$ cat src/rtl/serial_adder_pkg.sv
// Shared definitions for the bit-serial adder: FSM state encoding and the
// width helper used to size the bit counter.
package serial_adder_pkg;

  localparam logic [1:0] IDLE  = 2'd0;
  localparam logic [1:0] SHIFT = 2'd1;
  localparam logic [1:0] DONE  = 2'd2;

  // Number of bits needed to hold values 0..value-1 (minimum 0).
  function automatic int clog2(input int value);
    int result;
    int remaining;
    result    = 0;
    remaining = value - 1;
    while (remaining > 0) begin
      result++;
      remaining = remaining >> 1;
    end
    return result;
  endfunction

endpackage

$ cat src/rtl/serial_adder_fulladder.sv
// One-bit full-adder cell shared across the team's datapaths.
module fulladder (
  input  logic a,
  input  logic b,
  input  logic cin,
  output logic sum,
  output logic cout
);

  assign sum  = a ^ b ^ cin;
  assign cout = (a & b) | (a & cin) | (b & cin);

endmodule

$ cat src/rtl/serial_adder.sv
// Bit-serial WIDTH-bit adder: operands stream LSB-first through one full
// adder with a registered carry; the result is rebuilt in a shift register.
module serial_adder
  import serial_adder_pkg::*;
#(
  parameter int WIDTH = 8
) (
  input  logic             clk,
  input  logic             rst_n,
  input  logic             start,
  input  logic [WIDTH-1:0] a,
  input  logic [WIDTH-1:0] b,
  input  logic             cin,
  output logic             busy,
  output logic             done,
  output logic [WIDTH-1:0] sum,
  output logic             cout
);

  localparam int CNT_W = clog2(WIDTH + 1);
  localparam logic [CNT_W-1:0] LAST_BIT = CNT_W'(WIDTH - 1);

  logic [1:0]       state;
  logic [WIDTH-1:0] a_sh;
  logic [WIDTH-1:0] b_sh;
  logic [WIDTH-1:0] result_sh;
  logic [WIDTH-1:0] result_next;
  logic             carry;
  logic [CNT_W-1:0] count;
  logic             fa_sum;
  logic             fa_cout;

  fulladder u_fa (
    .a   (a_sh[0]),
    .b   (b_sh[0]),
    .cin (carry),
    .sum (fa_sum),
    .cout(fa_cout)
  );

  // Written as shift-then-insert so WIDTH=1 needs no special slice.
  always_comb begin
    result_next            = result_sh >> 1;
    result_next[WIDTH-1]   = fa_sum;
  end

  assign busy = (state == SHIFT);
  assign done = (state == DONE);

  always_ff @(posedge clk or negedge rst_n) begin
    if (!rst_n) begin
      state     <= IDLE;
      a_sh      <= '0;
      b_sh      <= '0;
      result_sh <= '0;
      carry     <= 1'b0;
      count     <= '0;
      sum       <= '0;
      cout      <= 1'b0;
    end else begin
      case (state)
        IDLE, DONE: begin
          if (start) begin
            a_sh  <= a;
            b_sh  <= b;
            carry <= cin;
            count <= '0;
            state <= SHIFT;
          end else begin
            state <= IDLE;
          end
        end
        SHIFT: begin
          result_sh <= result_next;
          carry     <= fa_cout;
          a_sh      <= a_sh >> 1;
          b_sh      <= b_sh >> 1;
          count     <= count + CNT_W'(1);
          // The final bit is folded straight into the held outputs.
          if (count == LAST_BIT) begin
            sum   <= result_next;
            cout  <= fa_cout;
            state <= DONE;
          end
        end
        default: state <= IDLE;
      endcase
    end
  end

endmodule

$ cat config.mk
export PLATFORM = sky130hd
export DESIGN_NAME = serial_adder
export DESIGN_NICKNAME = d
export VERILOG_FILES = /design/src/rtl/serial_adder_pkg.sv /design/src/rtl/serial_adder_fulladder.sv /design/src/rtl/serial_adder.sv
export SDC_FILE = /design/constraint.sdc
export NUM_CORES = 1
export LEC_CHECK = 0
export ABC_AREA = 1
export BUFFER_PORTS_ARGS = -buffer_cell sky130_fd_sc_hd__buf_2
export CAP_MARGIN = 15
export CORE_MARGIN = 2
export CORE_UTILIZATION = 55
export CTS_CLUSTER_DIAMETER = 80
export CTS_CLUSTER_SIZE = 20
export DETAILED_ROUTE_END_ITERATION = 7
export MAX_ROUTING_LAYER = met4
export PLACE_DENSITY = 0.79
export SYNTH_ARGS = -nofsm -noshare
export SYNTH_HDL_FRONTEND = slang
export SYNTH_HIERARCHICAL = 1
export SYNTH_SLANG_ARGS = --single-unit
$ cat constraint.sdc
create_clock -name clk -period 2.1 [get_ports clk]
set_clock_uncertainty 0.05 [all_clocks]
set_input_delay 0.42 -clock clk [delete_from_list [all_inputs] [get_ports clk]]
set_output_delay 0.42 -clock clk [all_outputs]
set_load 0.05 [all_outputs]
======== Yosys cells after proc, flatten, opt, wreduce, memory -nomap -nowiden ========
Cells that the tools add are included.
W data, S select, Z words.
cells by class
  reductions and logical operators ........ 5
  bitwise operators ....................... 7
  mux-type cells .......................... 11
  equal/unequal tests ..................... 5
  $add $sub $neg .......................... 1
operators by type and width
  operator               number
  $pmux W8 S2            2
  $mux W8                2
  $pmux W4 S2            1
  $add A4 B1 Y4 const B  1
  $eq A4 B3 Y1 const B   1
  $mux W4                1
  $pmux W2 S2            1
  $reduce_and A2 Y1      2
  $and A1 B1 Y1          3
  $eq A2 B1 Y1 const B   1
  $eq A2 B2 Y1 const B   1
  $logic_not A2 Y1       1
  $mux W1                2
  $mux W2                1
  $ne A2 B1 Y1 const B   1
  $ne A2 B2 Y1 const B   1
  $or A1 B1 Y1           2
  $pmux W1 S2            1
  $reduce_bool A2 Y1     1
  $reduce_or A2 Y1       1
  $xor A1 B1 Y1          2
word-level totals
  register bits ........................... 40
  input bits .............................. 20
  word-level logic and storage cells ...... 37

======== Longest topological paths before layout ========
Gate-level depths: netlist of the first run.
  depth after elaboration ................. 4
  depth in mapped cells ................... 7
  depth with buffers taken out ............ 6

======== By module ========
Netlist of the first run, hierarchy kept.
by module, submodules not included
  module        times used  cells an instance  seq. area each (µm²)  area each (µm²)
  serial_adder  1           218                975.9                 1716.6
  fulladder     1           1                  0.0                   20.0

======== Worst setup path after synthesis of the first run ========
OpenSTA, ideal clock, no wires.
  path kind ............................... reg-to-output
  start ................................... reg state[1]
  end ..................................... out done
  slack ................................... 0.544 ns
  path buffers ............................ 0
  cell stages (with the launch flop) ...... 3
  arrival time ............................ 1.086 ns
  cells stage by stage .................... dfrtp_1 -> inv_1 -> nor2_1
between the ends
  longest elaborated chain between the ends .. 1
RTL lines
  element                 RTL line            source
  from (decl)             serial_adder.sv:23  logic [1:0] state;
  from (signal assigned)  serial_adder.sv:52  state <= IDLE;
  from (signal assigned)  serial_adder.sv:68  state <= SHIFT;
  from (signal assigned)  serial_adder.sv:70  state <= IDLE;
  $eq A2 B2 Y1            serial_adder.sv:48  assign done = (state == DONE);
  to (decl)               serial_adder.sv:15  output logic done,
No other way between the ends.

======== Final worst setup path of the first run ========
  start ................................... reg state[0]
  end ..................................... out busy
between the ends
  longest elaborated chain between the ends .. 1
RTL lines
  element       RTL line            source
  $eq A2 B1 Y1  serial_adder.sv:47  assign busy = (state == SHIFT);
  to (decl)     serial_adder.sv:14  output logic busy,
No other way between the ends.

==> results of run 1 <==
## logic make-up (layout without fill, tap and decap cells)
kind of cell / count (synthesis) / after routing / share of synthesized area (%)
adders and majority gates: 2 / 2 / 1.873
buffers and inverters: 28 / 62 / 7.349
and+or+nand+nor: 142 / 142 / 32.28
AOI/OAI and AO/OA: 8 / 8 / 2.305
DFF: 39 / 39 / 56.20
## worst max-delay path: cells and delay by family, from the launching register on
kind                   cells  cell delay (ns)
DFF                        1             0.44
buffers and inverters      2             0.40
and+or+nand+nor            1             0.29
## layout make-up
cell class,instances,area (sq um)
Tap cell,44,55.05
Clock buffer,6,51.30
Multi-Input combinational cell,152,633.1
Clock inverter,1,5.005
Fill cell,283,1056
Sequential cell,39,975.9
Timing Repair Buffer,32,165.2
Inverter,23,86.33
## sequential cells by signal (all words and copies together), names as in the netlist
register,flops
a_sh,8
b_sh,8
sum,8
result_sh,7
count,4
state,2
carry,1
cout,1
## synth_stat cells
cell     instances
dfrtp_1         39
nand4_1          1
inv_2            1
buf_4            4
inv_1           22
fa_1             1
nor2_2           2
nand2_2          2
nor2_1           3
nand2_1        128
nor2_4           1
ha_1             1
a21oi_1          1
o21ai_0          7
or2_2            1
nand3_1          4
buf_6            1
## through the flow
| stage | area (sq um) | instances |
|---|---|---|
| 3_3_place_gp | 1916 | 290 |
| 2_1_floorplan | 1737 | 219 |
| 4_1_cts | 1972 | 297 |
| 3_5_place_dp | 1916 | 290 |
| 6_report | 1972 | 297 |
| 5_1_grt | 1972 | 297 |
## per-layer routing
| metal | GRT usage, % | share of wire (%) | vias to the layer above |
|---|---|---|---|
| met5 | - | 0 | - |
| met4 | 7.619 | 1.3 | 0 |
| met3 | 5.844 | 5.1 | 7 |
| met2 | 30.28 | 45 | 32 |
| met1 | 24.29 | 49 | 608 |
| li1 | - | - | 720 |
## path summary, 6_finish.rpt
check / depth (start not counted) / endpoint / from / slack (ns)
min in group clk: 3 / b_sh[7]$_DFFE_PN0P_ / b[7] / 0.23
hold reg to reg: 2 / sum[4]$_DFFE_PN0P_ / result_sh[5]$_DFFE_PN0P_ / 0.42
setup / recovery: 3 / busy / state[0]$_DFFE_PN0P_ / 0.16
setup reg to reg: 6 / sum[6]$_DFFE_PN0P_ / state[0]$_DFFE_PN0P_ / 0.59
max in group asynchronous: 2 / a_sh[5]$_DFFE_PN0P_ / rst_n / 1.60
hold / removal: 2 / sum[0]$_DFFE_PN0P_ / rst_n / 0.06
## power by group through the flow
stage | Sequential [uW] | Combinational [uW] | Clock, uW
after detailed placement | 1320 | 1400 | 0
after floorplan | 1570 | 865 | 0
after CTS | 1300 | 1400 | 393
after global routing | 1350 | 1570 | 424
after global placement | 1310 | 1360 | 0
final | 1300 | 1380 | 378
==> impl_metrics.env, run 1 <==
export IMPL_status="finished clean"
export IMPL_tightest_slew_ns=0.6693
export IMPL_hold_class="in2async"
export IMPL_synthesis_nets=241
export IMPL_setup_viol=0
export IMPL_slew_headroom_pct=55.33
export IMPL_netlist_area_leader_share_pct=56.20
export IMPL_dp_slack_ns=0.5244
export IMPL_area_growth_pct=13.54
export IMPL_syn_inst=219
export IMPL_initial_utilization_pct=57.36
export IMPL_hold_violations=0
export IMPL_cts_path_max_buffers=2
export IMPL_wire_per_inst_um=9.909
export IMPL_syn_area_per_cell_sq_um=7.930
export IMPL_num_antenna_cells=0
export IMPL_fin_ws_ns=0.1586
export IMPL_slowest_stage="dfrtp_1"
export IMPL_seq_area_frac_synth_pct=56.20
export IMPL_wirelength_um=2943
export IMPL_drc=0
export IMPL_p_per_area_nw_per_um2=1551
export IMPL_p_comb_share_pct=45.1
export IMPL_core_area_sq_um=3028
export IMPL_firstDrtPassIters=4
export IMPL_synthTopCellsByArea="dfrtp_1 (56%), nand2_1 (28%), inv_1 (4.8%)"
export IMPL_power_uw=3058
export IMPL_nets=275
export IMPL_antenna_found_initial=0
export IMPL_switching_share_pct=45.85
export IMPL_yosysTopAreaCell="dfrtp_1"
export IMPL_pin_count=31
export IMPL_port_buffers=30
export IMPL_htreeDepth=2
export IMPL_finalHoldWorstSlack_ns=0.05773
export IMPL_min_period_ns=1.941
export IMPL_final_antenna_net_count=0
export IMPL_fp_dieArea_sq_um=3623
export IMPL_p_switching_uw=1402
export IMPL_cp_start_kind="flop"
export IMPL_drv_cap=0
export IMPL_layout_commonest_cell="nand2_1"
export IMPL_setup_worst_path_class="reg2out"
export IMPL_fmax_mhz=515.1
export IMPL_postCtsHoldBufs=0
export IMPL_clk_transition_reported_paths_ns=0.11
export IMPL_critPathArrivalTime_ns=1.47
export IMPL_layout_drive_gt1_share_pct=18.18
export IMPL_period_share_pct=92.45
export IMPL_postLayoutCoreUtil_pct=65.12
export IMPL_cts_setup_buffers=0
export IMPL_critPathRequiredTime_ns=1.63
export IMPL_cts_resized=0
export IMPL_root_buffer="clkbuf_4"
export IMPL_clock_latency_ns=0.33
export IMPL_yosys_warnings=6
export IMPL_grt_pass1_vias=1221
export IMPL_ir_drop_v=0.0005777
export IMPL_yosys_register_bits=39
export IMPL_routabilityCongestion=0.8289
export IMPL_synth_cell_types=17
export IMPL_rsz0062_at_grt="no"
export IMPL_row_count=20
export IMPL_leakagePower_uw=0.001150
export IMPL_cts_tree="done"
export IMPL_power_frac_clock_pct=12.4
export IMPL_die_w_um=60.19
export IMPL_dp_hpwl_um=2023
export IMPL_grt_overflow=0
export IMPL_num_vias=1367
export IMPL_viasPerCell=4.603
export IMPL_worstPathCellList="inv_2 -> nor2_4 -> buf_2"
export IMPL_cp_end_kind="output port"
export IMPL_p_seq_share_pct=42.5
export IMPL_die_h_um=60.19
export IMPL_grt_pass1_wl_um=5002
export IMPL_drt_iter0_markers=50
export IMPL_grt_use_total_pct=19.63
export IMPL_final_cell_mix="nand2_1 (128), dfrtp_1 (39), buf_2 (30)"
export IMPL_cp_max_fo=16
export IMPL_cts_buffers=5
export IMPL_critPathMaxStageDelay_ns=0.44
export IMPL_syn_cell_area_sq_um=1737
export IMPL_tns_ns=0
export IMPL_cts_sinks=39
export IMPL_slew_violations=0
export IMPL_grt_max_degree=40
export IMPL_internal_power_uw=1656
No activity file was read; power rests on OpenSTA's default activity.
==> run 2: changes to the inputs <==
==> constraint.sdc (replaced) <==
create_clock -name clk -period 2.1 [get_ports clk]
set_clock_uncertainty 0.05 [all_clocks]
set_input_delay 0.21 -clock clk [delete_from_list [all_inputs] [get_ports clk]]
set_output_delay 0.21 -clock clk [all_outputs]
set_load 0.05 [all_outputs]
==> run 2 against run 1 <==
Net effect: maximum frequency up 7.6%; sequential share of layout area is 1.0 points lower; combinational power about the same; cell count is 0.67% higher; clock power rose by 39%; sequential cell count stayed put; die area is the same; register-to-register slack about the same; utilization increased by 1.4 points; non-clock buffer count rose by 1; critical path type unchanged.
==> impl_metrics.env, run 2 (synthesis gave the netlist of run 1 again) <==
export IMPL_hold_class="in2reg"
export IMPL_cts_path_max_buffers=2
export IMPL_power_frac_clock_pct=16.4
export IMPL_tns_ns=0
export IMPL_pin_count=31
export IMPL_hold_violations=0
export IMPL_dp_cells=289
export IMPL_slowest_stage="dfrtp_1"
export IMPL_reg_top3="a_sh x8, b_sh x8, sum x8"
export IMPL_cts_buffers=5
export IMPL_critPathArrivalTime_ns=1.54
export IMPL_nets=276
export IMPL_critPathRequiredTime_ns=1.84
export IMPL_internal_power_uw=1783
export IMPL_ir_drop_v=0.0007334
export IMPL_row_count=20
export IMPL_grt_overflow=0
export IMPL_setup_worst_path_class="reg2out"
export IMPL_viasPerCell=4.448
export IMPL_drc=0
export IMPL_cts_setup_buffers=0
export IMPL_leakagePower_uw=0.001168
export IMPL_cp_max_fo=19
export IMPL_layout_commonest_cell="nand2_1"
export IMPL_area_growth_pct=15.99
export IMPL_switching_share_pct=44.49
export IMPL_layout_drive_gt1_share_pct=18.04
export IMPL_final_cells=299
export IMPL_firstDrtPassIters=5
export IMPL_clock_latency_ns=0.35
export IMPL_die_w_um=60.19
export IMPL_p_switching_uw=1429
export IMPL_fmax_mhz=554.2
export IMPL_cp_end_kind="output port"
export IMPL_critical_path_buf_inv_count=2
export IMPL_cts_tree="done"
export IMPL_p_comb_share_pct=43.0
export IMPL_dpl_cell_area_sq_um=1908
export IMPL_dp_hpwl_um=2029
export IMPL_slew_headroom_pct=45.39
export IMPL_root_buffer="clkbuf_4"
export IMPL_min_period_ns=1.804
export IMPL_core_area_sq_um=3028
export IMPL_routabilityCongestion=0.7701
export IMPL_crit_family="flip-flops"
export IMPL_final_area_sq_um=2014
export IMPL_drt_iter0_markers=65
export IMPL_port_buffers=30
export IMPL_critPathMaxStageDelay_ns=0.45
export IMPL_rsz0062_at_grt="no"
export IMPL_setup_viol=0
export IMPL_tightest_slew_ns=0.8192
export IMPL_slew_violations=0
export IMPL_num_vias=1330
export IMPL_nFillCells=281
export IMPL_antenna_found_initial=0
export IMPL_status="finished clean"
export IMPL_clk_transition_reported_paths_ns=0.11
export IMPL_grt_pass1_vias=1240
export IMPL_wire_per_inst_um=10.09
export IMPL_cp_start_kind="flop"
export IMPL_worstPathCellList="inv_2 -> nor2_4 -> buf_2"
export IMPL_p_per_area_nw_per_um2=1594
export IMPL_grt_max_degree=40
export IMPL_wirelength_um=3016
export IMPL_final_cell_mix="nand2_1 (128), dfrtp_1 (39), buf_2 (30)"
export IMPL_fp_dieArea_sq_um=3623
export IMPL_period_share_pct=85.92
export IMPL_final_antenna_net_count=0
export IMPL_die_h_um=60.19
export IMPL_p_seq_share_pct=40.7
export IMPL_drv_cap=0
export IMPL_cts_sinks=39
export IMPL_htreeDepth=2
export IMPL_initial_utilization_pct=57.36
export IMPL_num_antenna_cells=0
export IMPL_grt_use_total_pct=20.73
export IMPL_grt_pass1_wl_um=5230
## run 2: cell count changes in the layout (fill, tap and decap cells not counted), sizes merged
cell         delta
dlygate4sd3     +2
bufinv          +1
buf             -1
## run 2: path summary, 6_finish.rpt
check	startpoint	end	slack (ns)	cells past startpoint
worst max-delay path	state[0]$_DFFE_PN0P_	busy	0.30	3
worst min-delay path	a[7]	a_sh[7]$_DFFE_PN0P_	0.01	3
worst max register to register	state[1]$_DFFE_PN0P_	a_sh[4]$_DFFE_PN0P_	0.58	6
worst min register to register	result_sh[7]$_DFFE_PN0P_	sum[6]$_DFFE_PN0P_	0.43	2
max in group asynchronous	rst_n	a_sh[7]$_DFFE_PN0P_	1.05	2
min in group asynchronous	rst_n	result_sh[6]$_DFFE_PN0P_	0.43	2
## run 2: power by group through the flow
stage / Sequential, uW / Combinational, uW / Clock (uW)
floorplan: 1570 / 865 / 0
global placement: 1310 / 1350 / 0
detailed placement: 1320 / 1400 / 0
CTS: 1310 / 1400 / 532
global route: 1350 / 1580 / 575
finish: 1310 / 1380 / 525
## run 2: repair_timing
| action | in CTS | in global routing |
|---|---|---|
| hold buffers | 1 | 1 |
| setup endpoints to repair | 0 | 0 |
| hold endpoints to repair | 39 | 1 |
| gates resized for setup | 0 | 0 |
## run 2: layer usage
layer  up-vias  global-route usage (%)  wire length (um)  part of all wire (%)
li1        714                       -                 -                     -
met1       581                   25.50              1423                    47
met2        31                   30.90              1405                    47
met3         4                   8.009               145                   4.8
met4         0                   7.937                40                   1.3
met5         -                       -                 0                     0
## run 2: worst register-to-register path, delay by kind of cell, from the launching register on
kind,cells,cell delay (ns)
buffers and inverters,2,0.53
and+or+nand+nor,4,0.48
DFF,1,0.40
## run 2: layout make-up
class	instances	area (sq um)	area share, %
Clock buffer	6	51.30	2.547
Clock inverter	2	35.03	1.739
Inverter	23	86.33	4.286
Multi-Input combinational cell	152	633.1	31.43
Sequential cell	39	975.9	48.45
Tap cell	44	55.05	2.733
Timing Repair Buffer	33	177.7	8.820
## run 2: stage by stage
stage                     setup WS [ns]  power (uW)  hold WS [ns]  util, %
final                            0.2956        3211       0.01297    66.53
after global routing             0.2094        3503       0.02092    66.53
after CTS                        0.2904        3243      0.009856    66.20
after detailed placement         0.6314        2714        0.3087    63.02
after global placement           0.6816        2662        0.3089    63.02
after floorplan                  0.7542        2434       -0.1356        -
